$ cat src/rtl/pipe_stage_reg.sv
// pipe_stage_reg: valid/ready pipeline stage with optional skid entry, stall/flush and stall counter
module pipe_stage_reg #(
    parameter int DATA_WIDTH = 64,
    parameter int CTRL_WIDTH = 4,
    parameter int SKID_EN    = 1,
    parameter int CNT_WIDTH  = 16
) (
    input  logic                  clk,
    input  logic                  rst,
    input  logic                  flush_i,
    input  logic                  stall_i,
    input  logic                  in_valid_i,
    output logic                  in_ready_o,
    input  logic [DATA_WIDTH-1:0] in_data_i,
    input  logic [CTRL_WIDTH-1:0] in_ctrl_i,
    output logic                  out_valid_o,
    input  logic                  out_ready_i,
    output logic [DATA_WIDTH-1:0] out_data_o,
    output logic [CTRL_WIDTH-1:0] out_ctrl_o,
    output logic [1:0]            occupancy_o,
    output logic [CNT_WIDTH-1:0]  stall_cnt_o
);
    typedef enum logic [1:0] {EMPTY, FULL, SKID} state_t;
    state_t state, state_nxt;
    logic main_v, skid_v, in_xfer, out_xfer;
    logic load_main, load_skid, pop_skid;
    logic [DATA_WIDTH-1:0] main_data, skid_data;
    logic [CTRL_WIDTH-1:0] main_ctrl, skid_ctrl;
    assign main_v      = state != EMPTY;
    assign skid_v      = state == SKID;
    assign out_valid_o = main_v & ~stall_i;
    assign in_ready_o  = (SKID_EN != 0 ? ~skid_v : (~main_v | out_ready_i)) & ~stall_i & ~rst;
    assign in_xfer     = in_valid_i & in_ready_o;
    assign out_xfer    = out_valid_o & out_ready_i;
    assign out_data_o  = main_data;
    assign out_ctrl_o  = main_v ? main_ctrl : '0;
    assign occupancy_o = {1'b0, main_v} + {1'b0, skid_v};
    always_comb begin
        state_nxt = state;
        load_main = 1'b0;
        load_skid = 1'b0;
        pop_skid  = 1'b0;
        case (state)
            EMPTY: if (in_xfer) begin
                state_nxt = FULL;
                load_main = 1'b1;
            end
            FULL: if (in_xfer && out_xfer) load_main = 1'b1;
                else if (out_xfer) state_nxt = EMPTY;
                else if (in_xfer && SKID_EN != 0) begin
                    state_nxt = SKID;
                    load_skid = 1'b1;
                end
            SKID: if (out_xfer) begin
                state_nxt = FULL;
                pop_skid  = 1'b1;
            end
            default: state_nxt = EMPTY;
        endcase
        // flush kills held items and anything handshaked this cycle, data regs keep their contents
        if (flush_i) begin
            state_nxt = EMPTY;
            load_main = 1'b0;
            load_skid = 1'b0;
            pop_skid  = 1'b0;
        end
    end
    always_ff @(posedge clk) begin
        if (rst) begin
            state     <= EMPTY;
            main_data <= '0;
            main_ctrl <= '0;
            skid_data <= '0;
            skid_ctrl <= '0;
        end else begin
            state <= state_nxt;
            if (load_main) begin
                main_data <= in_data_i;
                main_ctrl <= in_ctrl_i;
            end else if (pop_skid) begin
                main_data <= skid_data;
                main_ctrl <= skid_ctrl;
            end
            if (load_skid) begin
                skid_data <= in_data_i;
                skid_ctrl <= in_ctrl_i;
            end
        end
    end
    always_ff @(posedge clk) begin
        if (rst) stall_cnt_o <= '0;
        else if (main_v && (stall_i || !out_ready_i) && !(&stall_cnt_o)) stall_cnt_o <= stall_cnt_o + 1'b1;
    end
endmodule

$ cat config.mk
export PLATFORM = sky130hd
export DESIGN_NAME = pipe_stage_reg
export DESIGN_NICKNAME = d
export VERILOG_FILES = /design/src/rtl/pipe_stage_reg.sv
export SDC_FILE = /design/constraint.sdc
export NUM_CORES = 1
export LEC_CHECK = 0
export ABC_AREA = 0
export CAP_MARGIN = 25
export CORE_MARGIN = 10
export CORE_UTILIZATION = 40
export CTS_CLUSTER_DIAMETER = 80
export DETAILED_ROUTE_END_ITERATION = 12
export GPL_ROUTABILITY_DRIVEN = 0
export PLACE_DENSITY = 0.7
export SLEW_MARGIN = 20
export SYNTH_ARGS = -nofsm -noshare
export SYNTH_HDL_FRONTEND = slang
export SYNTH_SLANG_ARGS = --single-unit
export TNS_END_PERCENT = 20
$ cat constraint.sdc
create_clock -name clk -period 2.06 [get_ports clk]
set_input_delay 0.412 -clock clk [delete_from_list [all_inputs] [get_ports clk]]
set_output_delay 0.412 -clock clk [all_outputs]
set_load 0.005 [all_outputs]
Word level (Yosys, flattened, before mapping):

Cells that the tools add are included.

* flip-flop bits (word level): 154
* input bits: 74
* output and inout port bits: 88

* add/sub/neg operators: 2
* equal/unequal tests: 6
* multiplexer cells: 22
* bitwise gates (word level): 8
* reduce and logical (&&, ||, !) cells: 12

Operator list (count)
* 2-to-1 mux 64 bit: 2
* adder 16 x 1 -> 16 bit (second input constant): 1
* AND reduction 16 bit: 1
* 2-to-1 mux 4 bit: 3
* 2-to-1 mux 1 bit: 10
* 2-to-1 mux 2 bit: 5
* case mux 2 bit (3 select lines): 1
* AND 1 bit: 5
* != test 2 bit (second input constant): 2
* AND reduction 4 bit: 1
* nonzero test 2 bit: 2
* logical AND 1 bit: 3
* != test 3 bit (second input constant): 1
* NOT 1 bit: 3
* adder 1 x 1 -> 2 bit: 1
* equality test 2 x 1 -> 1 bit (second input constant): 1
* equality test 2 bit (second input constant): 1
* zero test 1 bit: 2
* zero test 2 bit: 1
* != test 2 x 1 -> 1 bit (second input constant): 1
* case mux 1 bit (2 select lines): 1
* OR reduction 2 bit: 1
* logical OR 1 bit: 1

Depth between registers and ports, before layout:

* word-level depth: 10
* gate-level depth with buffers: 8
* mapped depth without buffers: 5

Worst setup path after synthesis:

Ideal clock, no wire load.

* path type: reg-to-reg
* from: register stall_cnt_o[0]
* to: register stall_cnt_o[8]
* data arrival time: 1924 ps
* data required time: 1939 ps
* slack: 15 ps
* stages on the path, launching flop included: 7
* path buffers: 1
* clock period less this slack: 2045 ps
* cell sequence: dfxtp_1 -> ha_1 -> inv_1 -> or4_1 -> buf_2 -> a311oi_1 -> mux2_2

* cells in the longest elaborated chain, start to end: 3
* elaborated cells between the ends (all ways): 4

Ends and longest elaborated chain
* start: declaration: RTL line 21 `output logic [CNT_WIDTH-1:0] stall_cnt_o`
* start signal: assignment: RTL line 92 `else if (main_v && (stall_i || !out_ready_i) && !(&stall_cnt_o)) stall_cnt_o <= stall_cnt_o + 1'b1;`
* parallel branches: the longest is 3 deep, another holds adder 16 x 1 -> 16 bit

Several ways; the timed one is not identified.
A chain may end at the register's enable or synchronous reset.

Worst setup path in the final report:

* from: register state[0]
* to: output port out_ctrl_o[1]

* cells in the longest elaborated chain, start to end: 2

Ends and longest elaborated chain
* start: declaration: RTL line 24 `state_t state, state_nxt;`
* start signal: assignment: RTL line 76 `state <= state_nxt;`
* nonzero test 2 bit: RTL line 29 `assign main_v = state != EMPTY;`
* 2-to-1 mux 4 bit: RTL line 36 `assign out_ctrl_o = main_v ? main_ctrl : '0;`
* end: declaration: RTL line 19 `output logic [CTRL_WIDTH-1:0] out_ctrl_o,`

No other way between the ends.

==> impl_metrics.yaml <==
run_status:
  status: "finished clean"
clock_network:
  htree_levels: 4
  cts_tree: "built"
  clock_sinks: 154
  cts_root_buf: "clkbuf_16"
  cts.clk_slew.worst_paths_ps: 60
  hold_buffers: 0
  clockBufferDepth: 2
  clk_latency_ps: 410
  numCtsBuffers: 17
layout:
  diodes: 0
  nets: 977
  seqCellArea_mm2: 0.00309
  layout.cells.non_filler: 1130
  fin_area_mm2: 0.00906
  multiInputGateArea_mm2: 0.00305
  nFillCells: 1417
  layout-drive-gt1-share_pct: 9.63
  area_delta_synth_final_pct: 42.6
  finish.utilization_pct: 57.7
die:
  die_x_um: 146
  io-pin-count: 162
  die_area_mm2: 0.0213
  rows: 46
  start_util_pct: 40.5
  core_mm2: 0.0157
  die_h_um: 146
sta:
  hold_violations: 0
  holdWs_ps: 274
  rsz0062_at_grt: "false"
  period_needed_ps: 1960
  slew_violations: 0
  worst_pin_slew_ps: 604
  setup_violations: 0
  finalWorstSetupSlack_ps: 99.3
  fin_crit_sh_pct: 95.2
  fmax_ghz: 0.510
  fin_tns_setup_ps: 0
  relSlewSlack_pct: 59.4
  clock_skew_ps: 7.08
grt:
  grt_pass1_vias: 5608
  grt_max_degree: 73
  antenna_found_initial: 1
  grt_usage_pct: 16.3
  grt_first_pass_wirelength_um: 29100
  overflow: 0
route:
  wl_um: 17600
  route.detailed.drc: 0
  firstDrtPassIters: 4
  postRouteAntennaNets: 0
  vias: 5758
  via_per_inst: 5.10
  wl_per_cell_um: 15.6
  drtIter0Drc: 332
synth:
  synth_edf_count: 0
  synth_cell_types: 42
  ys_seq_area_share_pct: 48.5
  yosysWarningCount: 0
  synth_top_cell_area_share_pct: 48.5
  synth_top_area_cell: "dfxtp_1"
  syn-cell-area_mm2: 0.00636
  synth_top_cells_by_area: "dfxtp_1 48%, mux2i_1 11%, nand2_1 8.4%"
  synth_area_per_cell_um2: 8.60
  synth_fp_nets: 815
  netlist_instances: 739
  synthArstFlopShare_pct: 0
  synth-seq-cells: 154
  ys.flop_type: "dfxtp_1"
critical_path:
  crit_required_ps: 1650
  critical_path_class: "register to output pin"
  cp-end-kind: "output pin"
  cp_slowest_stage_delay_ps: 370
  path_cells: "nor2_4, inv_1, buf_4, and2_1, dlygate4sd2_1"
  start_kind: "register"
  cp_max_fo: 6
  cp.arrival_ps: 1550
  slowest_stage: "dfxtp_4"
pwr:
  p_leak_nw: 3.02
  p_total_mw: 6.51
  peakVddDrop_uv: 523
  power.density_mw_per_mm2: 719
place:
  placed_area_mm2: 0.00847
  place_inst: 1097
  post-dp-hpwl_um: 12000
  dpl_worst_slack_ps: -291
  port_buffers: 161
worst_hold_path:
  hold_class: "input pin to register"
job:
  cap_violations: 0
==> cell type report <==
type / instances / share of cell area, %
Sequential cell: 154 / 34.1
Timing Repair Buffer: 201 / 22.6
Clock buffer: 17 / 4.69
Inverter: 11 / 0.456
Clock inverter: 15 / 1.55
Tap cell: 216 / 2.98
Multi-Input combinational cell: 516 / 33.6
==> cells in the final DEF (no fill, tap or decap), drive strengths merged, types with 2 or more instances in the layout <==
cell           instances
dlygate4sd2            8
o31ai                  5
a211oi                70
or3                    4
nor2                  77
mux2i                 68
nor2b                  5
nor4                   7
ha                     2
clkbuf                17
or4                    7
inv                   18
clkinv                 5
nand4                  3
and4                   2
mux2                   3
nor3                   6
and3                   3
nand3                  7
o21ai                  4
dfxtp                154
clkdlybuf4s50        152
and2                   4
nand2                143
nand2b                 2
a21oi                 76
buf                   41
o41ai                  3
clkinvlp               2
o2111ai                2
==> worst max-delay path: cells and delay by family, from the launching register on <==
| kind | cells | cell delay (ps) |
|---|---|---|
| simple gates | 2 | 280 |
| buf+inv | 3 | 480 |
| flops | 1 | 370 |
==> cell usage after synthesis (2+ instances only) <==
library cell	number
mux2_2	3
nor2b_1	5
nand2_1	143
nand2b_1	2
inv_1	11
o31ai_1	5
a21oi_1	76
o41ai_1	3
buf_1	2
or3_1	4
o2111ai_1	2
o21ai_0	4
a211oi_1	70
buf_2	10
nor4_1	7
ha_1	2
and3_1	3
and2_1	4
nor3_1	5
mux2i_1	68
nand3_1	7
and4_1	2
or4_1	7
nor2_1	77
buf_4	3
nand4_1	3
dfxtp_1	154
clkbuf_1	43
==> state kept, by name, indices dropped and copies added (netlist names) <==
signal / flops
stall_cnt_o: 16
out_data_o: 64
main_ctrl: 4
state: 2
skid_data: 64
skid_ctrl: 4
==> repair_timing <==
| action | CTS | global route |
|---|---|---|
| endpoints found under the setup margin | 8 | 2 |
| buffers inserted | 1 | 0 |
| pin swaps | 1 | 0 |
| gates resized for setup | 16 | 3 |
==> power breakdown <==
group	switching (mW)	total (mW)	internal (mW)	leakage (nW)
Combinational	0.197	0.467	0.270	1.49
Clock	1.31	3.00	1.69	0.278
Sequential	0.0260	3.05	3.02	1.25
==> kinds of logic after synthesis <==
kind of cell	Yosys count	share of synthesized area, %
buffers and inverters	69	4.45
multiplexers	71	11.2
adder cells (fa/ha/maj)	2	0.394
AND/OR/NAND/NOR	273	18.3
XOR/XNOR	1	0.138
AO/OA/AOI/OAI	169	17.0
flip-flops	154	48.5
==> per-layer routing <==
layer,global-route usage [%],wire length (um),vias up
li1,-,-,2919
met1,19.6,7720,2680
met2,26.3,8190,139
met3,6.33,1440,18
met4,5.31,249,2
met5,0,18,-
==> path summary, 6_finish.rpt <==
path	from	end	slack (ps)	cells past startpoint
setup / recovery	state[0]$_SDFFE_PP0P_	out_ctrl_o[1]	100	5
hold / removal	rst	stall_cnt_o[0]$_SDFFE_PP0P_	270	2
setup reg to reg	stall_cnt_o[0]$_SDFFE_PP0P_	stall_cnt_o[8]$_SDFFE_PP0P_	100	5
hold reg to reg	skid_ctrl[1]$_SDFFE_PP0P_	skid_ctrl[1]$_SDFFE_PP0P_	450	2
Power figures use the tool's default switching activity.
